## src/rtl/s3g_tx_arb.sv

```systemverilog
// Two-requester round-robin front end for s3g_tx: captures one packet per grant,
// strobes the transmitter, and reports completion or a start timeout to the owner.
module s3g_tx_arb #(
    parameter int START_TIMEOUT = 16
) (
    input  logic         clk,
    input  logic         rst,
    input  logic         req0,
    input  logic [7:0]   len0,
    input  logic [127:0] data0,
    output logic         gnt0,
    output logic         done0,
    input  logic         req1,
    input  logic [7:0]   len1,
    input  logic [127:0] data1,
    output logic         gnt1,
    output logic         done1,
    input  logic         tx_busy,
    output logic         tx_packet_wr,
    output logic [7:0]   tx_payload_len,
    output logic [127:0] tx_bufs,
    output logic         timeout_err,
    output logic         len_err
);

    localparam int CNT_W = $clog2(START_TIMEOUT + 1);

    localparam logic [1:0] S_IDLE       = 2'd0;
    localparam logic [1:0] S_ISSUE      = 2'd1;
    localparam logic [1:0] S_WAIT_START = 2'd2;
    localparam logic [1:0] S_WAIT_END   = 2'd3;

    logic [1:0]       state;
    logic [CNT_W-1:0] cnt;
    logic             last_grant;
    logic             owner;

    logic             any_req;
    logic             pick;
    logic [7:0]       sel_len;
    logic [127:0]     sel_data;
    logic             len_over;
    logic [7:0]       len_clamped;
    logic             cnt_hit;

    // On a tie the requester not served last wins; a lone request always wins.
    assign any_req     = req0 | req1;
    assign pick        = (req0 && req1) ? ~last_grant : req1;
    assign sel_len     = pick ? len1 : len0;
    assign sel_data    = pick ? data1 : data0;
    assign len_over    = (sel_len > 8'd16);
    assign len_clamped = len_over ? 8'd16 : sel_len;
    assign cnt_hit     = (cnt == CNT_W'(START_TIMEOUT - 1));

    always_ff @(posedge clk or posedge rst) begin
        if (rst) begin
            state          <= S_IDLE;
            cnt            <= '0;
            last_grant     <= 1'b1;
            owner          <= 1'b0;
            gnt0           <= 1'b0;
            gnt1           <= 1'b0;
            done0          <= 1'b0;
            done1          <= 1'b0;
            tx_packet_wr   <= 1'b0;
            timeout_err    <= 1'b0;
            len_err        <= 1'b0;
            tx_payload_len <= '0;
            tx_bufs        <= '0;
        end else begin
            gnt0         <= 1'b0;
            gnt1         <= 1'b0;
            done0        <= 1'b0;
            done1        <= 1'b0;
            tx_packet_wr <= 1'b0;
            timeout_err  <= 1'b0;
            len_err      <= 1'b0;

            case (state)
                S_IDLE: begin
                    if (any_req && !tx_busy) begin
                        owner          <= pick;
                        last_grant     <= pick;
                        gnt0           <= ~pick;
                        gnt1           <= pick;
                        tx_payload_len <= len_clamped;
                        tx_bufs        <= sel_data;
                        len_err        <= len_over;
                        state          <= S_ISSUE;
                    end
                end
                S_ISSUE: begin
                    tx_packet_wr <= 1'b1;
                    cnt          <= '0;
                    state        <= S_WAIT_START;
                end
                S_WAIT_START: begin
                    // Busy seen while the strobe is still out predates this packet.
                    if (tx_busy && !tx_packet_wr) begin
                        state <= S_WAIT_END;
                    end else if (cnt_hit) begin
                        timeout_err <= 1'b1;
                        done0       <= ~owner;
                        done1       <= owner;
                        state       <= S_IDLE;
                    end else begin
                        cnt <= cnt + 1'b1;
                    end
                end
                S_WAIT_END: begin
                    if (!tx_busy) begin
                        done0 <= ~owner;
                        done1 <= owner;
                        state <= S_IDLE;
                    end
                end
                default: state <= S_IDLE;
            endcase
        end
    end

endmodule
```

## config.mk

```make
export PLATFORM = sky130hd
export DESIGN_NAME = s3g_tx_arb
export DESIGN_NICKNAME = d
export VERILOG_FILES = /design/src/rtl/s3g_tx_arb.sv
export SDC_FILE = /design/constraint.sdc
export NUM_CORES = 1
export LEC_CHECK = 0
export BUFFER_PORTS_ARGS = -buffer_cell sky130_fd_sc_hd__buf_2
export CELL_PAD_IN_SITES_DETAIL_PLACEMENT = 0
export CELL_PAD_IN_SITES_GLOBAL_PLACEMENT = 1
export CORE_AREA = 2 2 163 165
export DETAILED_ROUTE_END_ITERATION = 8
export DIE_AREA = 0 0 165 167
export GPL_TIMING_DRIVEN = 0
export PLACE_DENSITY = 0.7
export SYNTH_ARGS = -nofsm -noshare
export SYNTH_HDL_FRONTEND = slang
export SYNTH_SLANG_ARGS = --single-unit
export TNS_END_PERCENT = 30
```

## constraint.sdc

```tcl
create_clock -name clk -period 9.57 [get_ports clk]
set_clock_uncertainty 0.05 [all_clocks]
set_input_delay 0.4785 -clock clk [delete_from_list [all_inputs] [get_ports clk]]
set_output_delay 0.4785 -clock clk [all_outputs]
set_load 0.005 [all_outputs]
```

---- After elaboration in Yosys (flattened, before gate mapping) ----
Cells that the tools add are included.
word-level totals
  bits of input ports ..................... 277
  logic and storage cells ................. 68
  flip-flop bits (word level) ............. 152
operators by class
  order comparisons ....................... 1
  equal/unequal tests ..................... 9
  bitwise logic cells ..................... 4
  multiplexer cells ....................... 30
  reductions and logical operators ........ 10
  add/sub/neg operators ................... 1
operators with widths
  operator                                                               count
  128-bit 2-to-1 mux                                                     1
  1-bit 2-to-1 mux                                                       17
  8-bit 2-to-1 mux                                                       2
  5-bit 2-to-1 mux                                                       2
  5-bit case mux with 2 select lines                                     1
  8-bit by 5-bit > comparator with 1-bit output (second input constant)  1
  2-bit 2-to-1 mux                                                       4
  2-bit != test (second input constant)                                  4
  2-bit case mux with 4 select lines                                     1
  3-bit AND reduction                                                    2
  5-bit by 1-bit adder with 5-bit output (second input constant)         1
  5-bit by 4-bit == test with 1-bit output (second input constant)       1
  2-bit == test (second input constant)                                  2
  1-bit case mux with 2 select lines                                     2
  1-bit logical AND                                                      3
  3-bit != test (second input constant)                                  1
  1-bit NOT                                                              3
  2-bit by 1-bit == test with 1-bit output (second input constant)       1
  1-bit logical NOT                                                      2
  2-bit logical NOT                                                      1
  2-bit AND reduction                                                    1
  2-bit nonzero test                                                     1
  1-bit OR                                                               1

---- Longest topological paths before layout ----
Gate-level depths: netlist (run 1).
  word-level depth ........................ 6
  gate-level depth with buffers ........... 7
  depth with buffers taken out ............ 6

---- Worst setup path before layout (run 1) ----
OpenSTA, ideal clock, no wires.
  kind .................................... register to register
  start ................................... register cnt[0]
  end ..................................... register cnt[3]
  cell stages (with the launch flop) ...... 8
  setup slack ............................. 7.771 ns
  data required time ...................... 9.388 ns
  data arrival time ....................... 1.617 ns
  cell sequence ........................... dfrtp_1 > ha_1 > and3_1 > ha_1 > or3_1 > clkbuf_1 > nand3_1 > o21ai_0
between the ends
  word-level cells in the longest chain between the ends .. 4
  elaborated cells between the ends (all ways) .. 7
  classes of those cells .................. add/sub: 1; eq/ne: 2; mux: 3; reduce/logical: 1
RTL lines
  element                                 RTL line  RTL
  from (decl)                             34        logic [CNT_W-1:0] cnt;
  from (signal assigned)                  107       cnt <= cnt + 1'b1;
  5-bit by 1-bit adder with 5-bit output  107
  5-bit 2-to-1 mux                        101       end else if (cnt_hit) begin
  5-bit 2-to-1 mux                        99        if (tx_busy && !tx_packet_wr) begin
  5-bit case mux with 2 select lines      79        case (state)
Parallel ways exist; a longest one is shown, timed or not. The select of a mux whose other input is x is not followed.
A chain may end at the register's enable or synchronous reset.

---- Worst setup path in the final report (run 1) ----
  start ................................... register last_grant
  end ..................................... register tx_bufs[49]
between the ends
  word-level cells in the longest chain between the ends .. 3
RTL lines
  element                 RTL line  RTL
  from (decl)             35        logic last_grant;
  from (signal assigned)  83        last_grant <= pick;
  1-bit NOT               48        assign pick = (req0 && req1) ? ~last_grant : req1;
  1-bit 2-to-1 mux        48
  128-bit 2-to-1 mux      50        assign sel_data = pick ? data1 : data0;
  to (signal assigned)    87        tx_bufs <= sel_data;
  to (decl)               21        output logic [127:0] tx_bufs,
Every way passes these cells.

==> results of run 1 <==
[cells in the final DEF (no fill, tap or decap), types with 2 or more instances in the layout]
cell type,instances
o211a_1,4
bufinv_16,4
nand2_1,267
dfrtp_1,151
nor4_1,4
a31oi_1,128
inv_1,7
a21o_1,2
diode_2,3
clkbuf_1,22
clkbuf_8,2
ha_1,3
buf_1,4
inv_6,2
clkinvlp_4,2
nor3_1,2
o21ai_0,8
nand3_1,11
nor2_1,134
clkbuf_16,17
nand2b_1,2
buf_2,456
and2_1,3
[area by class of cell]
class,instances,area [um^2],share of cell area
Multi-Input combinational cell,583,2700,0.270
Clock buffer,22,464,0.0464
Clock inverter,10,166,0.0166
Timing Repair Buffer,420,2120,0.213
Antenna cell,3,7.51,0.000751
Sequential cell,152,3800,0.381
Inverter,8,37.5,0.00376
Tap cell,335,419,0.0419
Buffer,60,272,0.0272
[cell families (layout without fill, tap and decap cells)]
logic type,Yosys count,in the layout,synth area share
buffers and inverters,68,520,0.0443
DFF,152,152,0.559
AOI/OAI and AO/OA,145,145,0.136
adders and majority gates,3,3,0.00552
xor gates and xnor gates,2,2,0.00257
other,0,3,0
muxes,2,2,0.00312
and+or+nand+nor,431,431,0.250
[worst paths after layout]
| path | start | end | slack [ps] | cells after the start |
|---|---|---|---|---|
| min | rst | tx_bufs[44] | 30 | 2 |
| min in group clk | data1[114] | tx_bufs[114] | 250 | 3 |
| min reg2reg | tx_payload_len[5] | tx_payload_len[5] | 440 | 1 |
| max | last_grant | tx_bufs[49] | 7430 | 6 |
| max in group asynchronous | rst | last_grant | 8590 | 3 |
| max reg2reg | last_grant | tx_bufs[49] | 7430 | 6 |
[routing by layer]
metal / vias up / track usage / share of wire
li1: 3581 / - / -
met1: 3490 / 0.239 / 0.40
met2: 287 / 0.345 / 0.49
met3: 17 / 0.0700 / 0.093
met4: 2 / 0.0389 / 0.0093
met5: - / 0 / 0.00046
[worst max-delay path: cells and delay by family, from the launching register on]
kind,cells,cell delay (ps)
AND/OR/NAND/NOR,1,130
AO/OA/AOI/OAI,2,310
flip-flops,1,550
buffers and inverters,3,990
[sequential cells by signal, summed over array words and instances (netlist names)]
signal and count:
cnt 5, done0 1, done1 1, gnt0 1, gnt1 1, last_grant 1
len_err 1, owner 1, state 2, timeout_err 1, tx_bufs 128, tx_packet_wr 1
tx_payload_len 8
[stage by stage]
stage          instances  setup WS (ps)  instance area, um^2   util  hold WS (ps)
3_3_place_gp        1557           2600                 9320  0.362           426
3_5_place_dp        1558           7200                 9360  0.363           423
2_1_floorplan        803           4950                 6810      -           370
5_1_grt             1590           7210                 9990  0.388          56.1
6_report            1593           7430                10000  0.388          27.7
4_1_cts             1590           7370                 9990  0.388          38.5
[where the power goes]
part / internal (mW) / leakage, nW / switching [mW]
Sequential: 0.948 / 1.74 / 0.165
Clock: 0.453 / 0.301 / 0.283
Combinational: 0.478 / 3.03 / 0.583
Total: 1.88 / 5.07 / 1.03
==> impl_results.md, run 1 <==
- Status: complete, no violations
- H-tree depth: 4
- VDD IR-drop max: 121 uV
- Period minus WS final: 2140 ps
- WP data arrival: 2410 ps
- Full die area: 27600 um^2
- Worst slew pin tran: 675 ps
- GR Util All Layers: 0.200
- Initial Util: 0.264
- Synth unique cells: 33
- IO buf count: 419
- Largest cells by area after synthesis: dfrtp_1, nand2_1, a31oi_1
- Via count: 7377
- Slowest-stage cell, CP: dfstp_2
- Yosys reg bits: 152
- Setup violations, final: 0
- Setup CP Type: reg -> reg
- Global route overflow: 0
- Wirelength, routed: 28.1 mm
- Final cycle utilization of the critical path: 0.223
- Cells after synthesis: 803
- Clock Latency Late Sink: 420 ps
- Initial antenna violation count: 4
- Remaining routing DRC violations: 0
- Top cell type's share of synthesized area: 0.555
- Core area: 25800 um^2
- Post-CTS sizing: 0
- Cell Area, Synth: 6810 um^2
- Starting DRT DRC Count: 438
- Sequential area share after synthesis: 0.559
- Critical path data required time: 9850 ps
- Final net count: 1522
- Num CTS Buffers: 17
- Hold/Removal Path Class: in -> async
- Setup Total Neg Slack: 0 ps
- Die height: 167 um
- Fillers: 2776
- Cell row count: 59
- Slew HR: 0.550
- Syn_nets: 1083
- Largest net degree at the start of global routing: 91
- HPWL Detailed: 21.6 mm
- Max-cap viol count: 0
- Setup Fix Bufs, Post-CTS: 0
- Post-CTS Hold Fix Bufs: 0
- Chip width: 165 um
- Final Hold Viols: 0
- Synth Flop Type: dfrtp_1
- Most common cell in the netlist: nand2_1
- Clk slew on worst S/H paths: 70 ps
- Leak: 5.07 nW
- Total power: 2.91 mW
- CP Capture Type: register
- Number of synthesized flops with an enable pin: 0
- Top cells by count, synth: nand2_1, dfrtp_1, nor2_1
- Vias in the first global route: 7418
- Avg WL per Cell: 17.6 um
- Io pins: 420
- Crit start category: register
- Global-route wire length before repair: 42.2 mm
- P&R area growth vs syn: 46.9%
- Post-route ant nets: 0
- Worst path max stage delay: 550 ps
- Synth area leader: dfrtp_1
- Top cell by count, worst path: buf_2
- Slew Viols, Final: 0
- CTS root buffer: clkbuf_16
- 1st-pass router iterations: 5
- CTS tree: built
- Critical-path cell list: a21bo_2, buf_2, buf_2, clkbuf_1, nand2_1, a31oi_1
- Fmax: 468 MHz
- Clock sink count: 152
- RSZ-0062 raised after global routing: false
- Crit Path Max Fanout: 10
- Synth Area per Inst: 8.48 um^2
- CTS max path bufs: 2
- Ys Warns: 0
- Share of layout cells above drive strength 1: 0.392
- DR vias/cell: 4.63
- Power density over the cells: 291 nW/um^2
- GP Congestion: 0.789
- Post-synth ARST share: 1.00
(Power assumes the default switching activity.)
==> inputs of run 2 (changes only) <==
--- a/config.mk
+++ b/config.mk
@@ -8,11 +8,11 @@
 export BUFFER_PORTS_ARGS = -buffer_cell sky130_fd_sc_hd__buf_2
 export CELL_PAD_IN_SITES_DETAIL_PLACEMENT = 0
 export CELL_PAD_IN_SITES_GLOBAL_PLACEMENT = 1
-export CORE_AREA = 2 2 163 165
+export CORE_AREA = 2 2 162 164
 export DETAILED_ROUTE_END_ITERATION = 8
-export DIE_AREA = 0 0 165 167
+export DIE_AREA = 0 0 164 166
 export GPL_TIMING_DRIVEN = 0
-export PLACE_DENSITY = 0.7
+export PLACE_DENSITY = 0.73
 export SYNTH_ARGS = -nofsm -noshare
 export SYNTH_HDL_FRONTEND = slang
 export SYNTH_SLANG_ARGS = --single-unit
==> constraint.sdc (replaced) <==
create_clock -name clk -period 1.7 [get_ports clk]
set_clock_uncertainty 0.05 [all_clocks]
set_input_delay 0.085 -clock clk [delete_from_list [all_inputs] [get_ports clk]]
set_output_delay 0.085 -clock clk [all_outputs]
set_load 0.005 [all_outputs]
==> run 2 against run 1 <==
Effect of this change:
- the flow now finishes with violations (setup timing)
- setup slack got worse by 7400 ps
- wire length increased by 9.1%
- maximum frequency increased by 25%
- count of clock-buffer cells in the layout decreased by 4
- sequential cell count unchanged
- final area increased by 29%
- non-clock buffer count increased by 271
- combinational power increased to 6.4 times the previous value
- register-to-register slack got worse by 7400 ps
- cell count increased by 17%
- critical path type unchanged
- largest power group is now combinational cells
==> impl_results.md, run 2 (synthesis gave the netlist of run 1 again) <==
- Status: finished with violations
- Failing checks: setup timing
- Crit Path Max Fanout: 8 (-2)
- Final Hold Viols: 0 (unchanged)
- Post-route ant nets: 0 (unchanged)
- Crit start category: register
- Vias in the first global route: 8953 (+21%)
- Clock sink count: 152 (unchanged)
- 1st-pass router iterations: 7 (+2)
- Fmax: 585 MHz (+25%)
- Largest net degree at the start of global routing: 40 (-56%)
- RSZ-0062 raised after global routing: true
- GR Util All Layers: 0.219 (+0.0191)
- P&R area growth vs syn: 89.9%
- Io pins: 420 (unchanged)
- CP Capture Type: register
- Power density over the cells: 1330 nW/um^2 (+360%)
- Leak: 6.30 nW (+24%)
- Diode count: 0 (-3)
- Reg with most FFs: tx_bufs
- Setup violations, final: 4 (+4)
- Global-route wire length before repair: 46.9 mm (+11%)
- Remaining routing DRC violations: 0 (unchanged)
- Share of layout cells above drive strength 1: 0.345 (-0.0467)
- Max-cap viol count: 0 (unchanged)
- Slew HR: 0.494 (-0.0561)
- Placed inst area: 9410 um^2 (+0.52%)
- Most common cell after layout, fill and taps aside: buf_2
- Pre-CTS WS: -526 ps (-7730 ps)
- WP data arrival: 1970 ps (-440 ps)
- Setup CP Type: reg -> reg
- Max reg flops: 128 (unchanged)
- Final worst setup slack: -10.5 ps (-7440 ps)
- Global route overflow: 0 (unchanged)
- Wirelength, routed: 30.6 mm (+9.1%)
- HPWL Detailed: 21.0 mm (-2.7%)
- GP Congestion: 0.818 (+3.6%)
- Fillers: 2358 (-15%)
- Initial Util: 0.266 (+0.00152)
- Final cycle utilization of the critical path: 1.01 (+0.783)
- H-tree depth: 4 (unchanged)
- VDD IR-drop max: 660 uV (+450%)
- Die height: 166 um (-0.60%)
- Final net count: 1793 (+18%)
- Clk slew on worst S/H paths: 70 ps (about the same)
- Avg WL per Cell: 16.4 um (-6.6%)
- Cell row count: 59 (unchanged)
- Full die area: 27200 um^2 (-1.2%)
- CTS max path bufs: 2 (unchanged)
- Period minus WS final: 1710 ps (-428 ps)
- Via count: 8547 (+16%)
- DR vias/cell: 4.59 (-0.82%)
- Slew Viols, Final: 0 (unchanged)
- Biggest regs: tx_bufs: 128 flops, tx_payload_len: 8 flops, cnt: 5 flops
- Hold/Removal Path Class: in -> async
- Starting DRT DRC Count: 546 (+25%)
- Clock Latency Late Sink: 420 ps (about the same)
- CTS tree: built
- Critical path data required time: 1960 ps (-7890 ps)
- Core area: 25600 um^2 (-0.57%)
- Chip width: 164 um (-0.61%)
- Initial antenna violation count: 0 (-4)
- Worst slew pin tran: 752 ps (+77.1 ps)
- Num CTS Buffers: 17 (unchanged)
- CTS root buffer: clkbuf_16
- IO buf count: 419 (unchanged)
- Fin area: 12900 um^2 (+29%)
- Most frequent cells in the layout: buf_2, nand2_1, dlygate4sd3_1, dfrtp_1, nor2_1
[run 2: worst max-delay path: stages (launching register included)]
cell     delay, ps
dfstp_2        580
a21bo_4        260
mux2i_1        250
nand4_1        270
o211a_1        190
[run 2: final timing paths]
check                           start                end  slack [ps]  depth (start not counted)
min in group clk              len0[4]  tx_payload_len[4]         140                          4
max in group asynchronous         rst         last_grant         690                          5
min                               rst        tx_bufs[54]         100                          3
max reg2reg                last_grant  tx_payload_len[2]         -10                          4
max                        last_grant  tx_payload_len[2]         -10                          4
min reg2reg                     owner              done0         420                          1
[run 2: final cells by class]
cell class                      instances  area, um^2  area share
Inverter                                8        33.8     0.00261
Sequential cell                       152        3810       0.294
Multi-Input combinational cell        583        2750       0.213
Clock buffer                           18         439      0.0340
Timing Repair Buffer                  693        4870       0.377
Tap cell                              335         419      0.0324
Buffer                                 58         433      0.0335
Clock inverter                         14         176      0.0136
[run 2: metal layers]
metal	global-route usage	routed length, um	up-vias
met1	0.257	12600	3988
met2	0.380	14900	389
li1	-	-	4107
met5	0	0	-
met4	0.0881	1020	0
met3	0.0534	2070	63
[run 2: what timing repair did]
action | CTS | global route
endpoints found under the setup margin | 142 | 131
hold buffers | 266 | 0
endpoints found under the hold margin | 210 | 0
setup buffers | 3 | 1
pin swaps | 8 | 4
gates resized for setup | 45 | 53
[run 2: report_power, final]
| group | internal (mW) | total [mW] | switching (mW) |
|---|---|---|---|
| combinational | 3.31 | 6.82 | 3.51 |
| clock | 2.28 | 4.05 | 1.76 |
| sequential | 5.34 | 6.29 | 0.954 |
| total | 10.9 | 17.2 | 6.23 |
[run 2: stage by stage]
step | utilization | hold WS [ps] | TNS (ps) | std cells | total power [mW]
3_5_place_dp | 0.367 | -2.50 | -42230 | 1561 | 12.4
4_1_cts | 0.500 | 82.0 | -348 | 1860 | 17.1
6_report | 0.505 | 96.2 | -31.7 | 1861 | 17.2
5_1_grt | 0.505 | 121 | -836 | 1861 | 18.4
3_3_place_gp | 0.364 | 289 | -277280 | 1557 | 12.3
2_1_floorplan | - | 183 | -53410 | 803 | 9.27
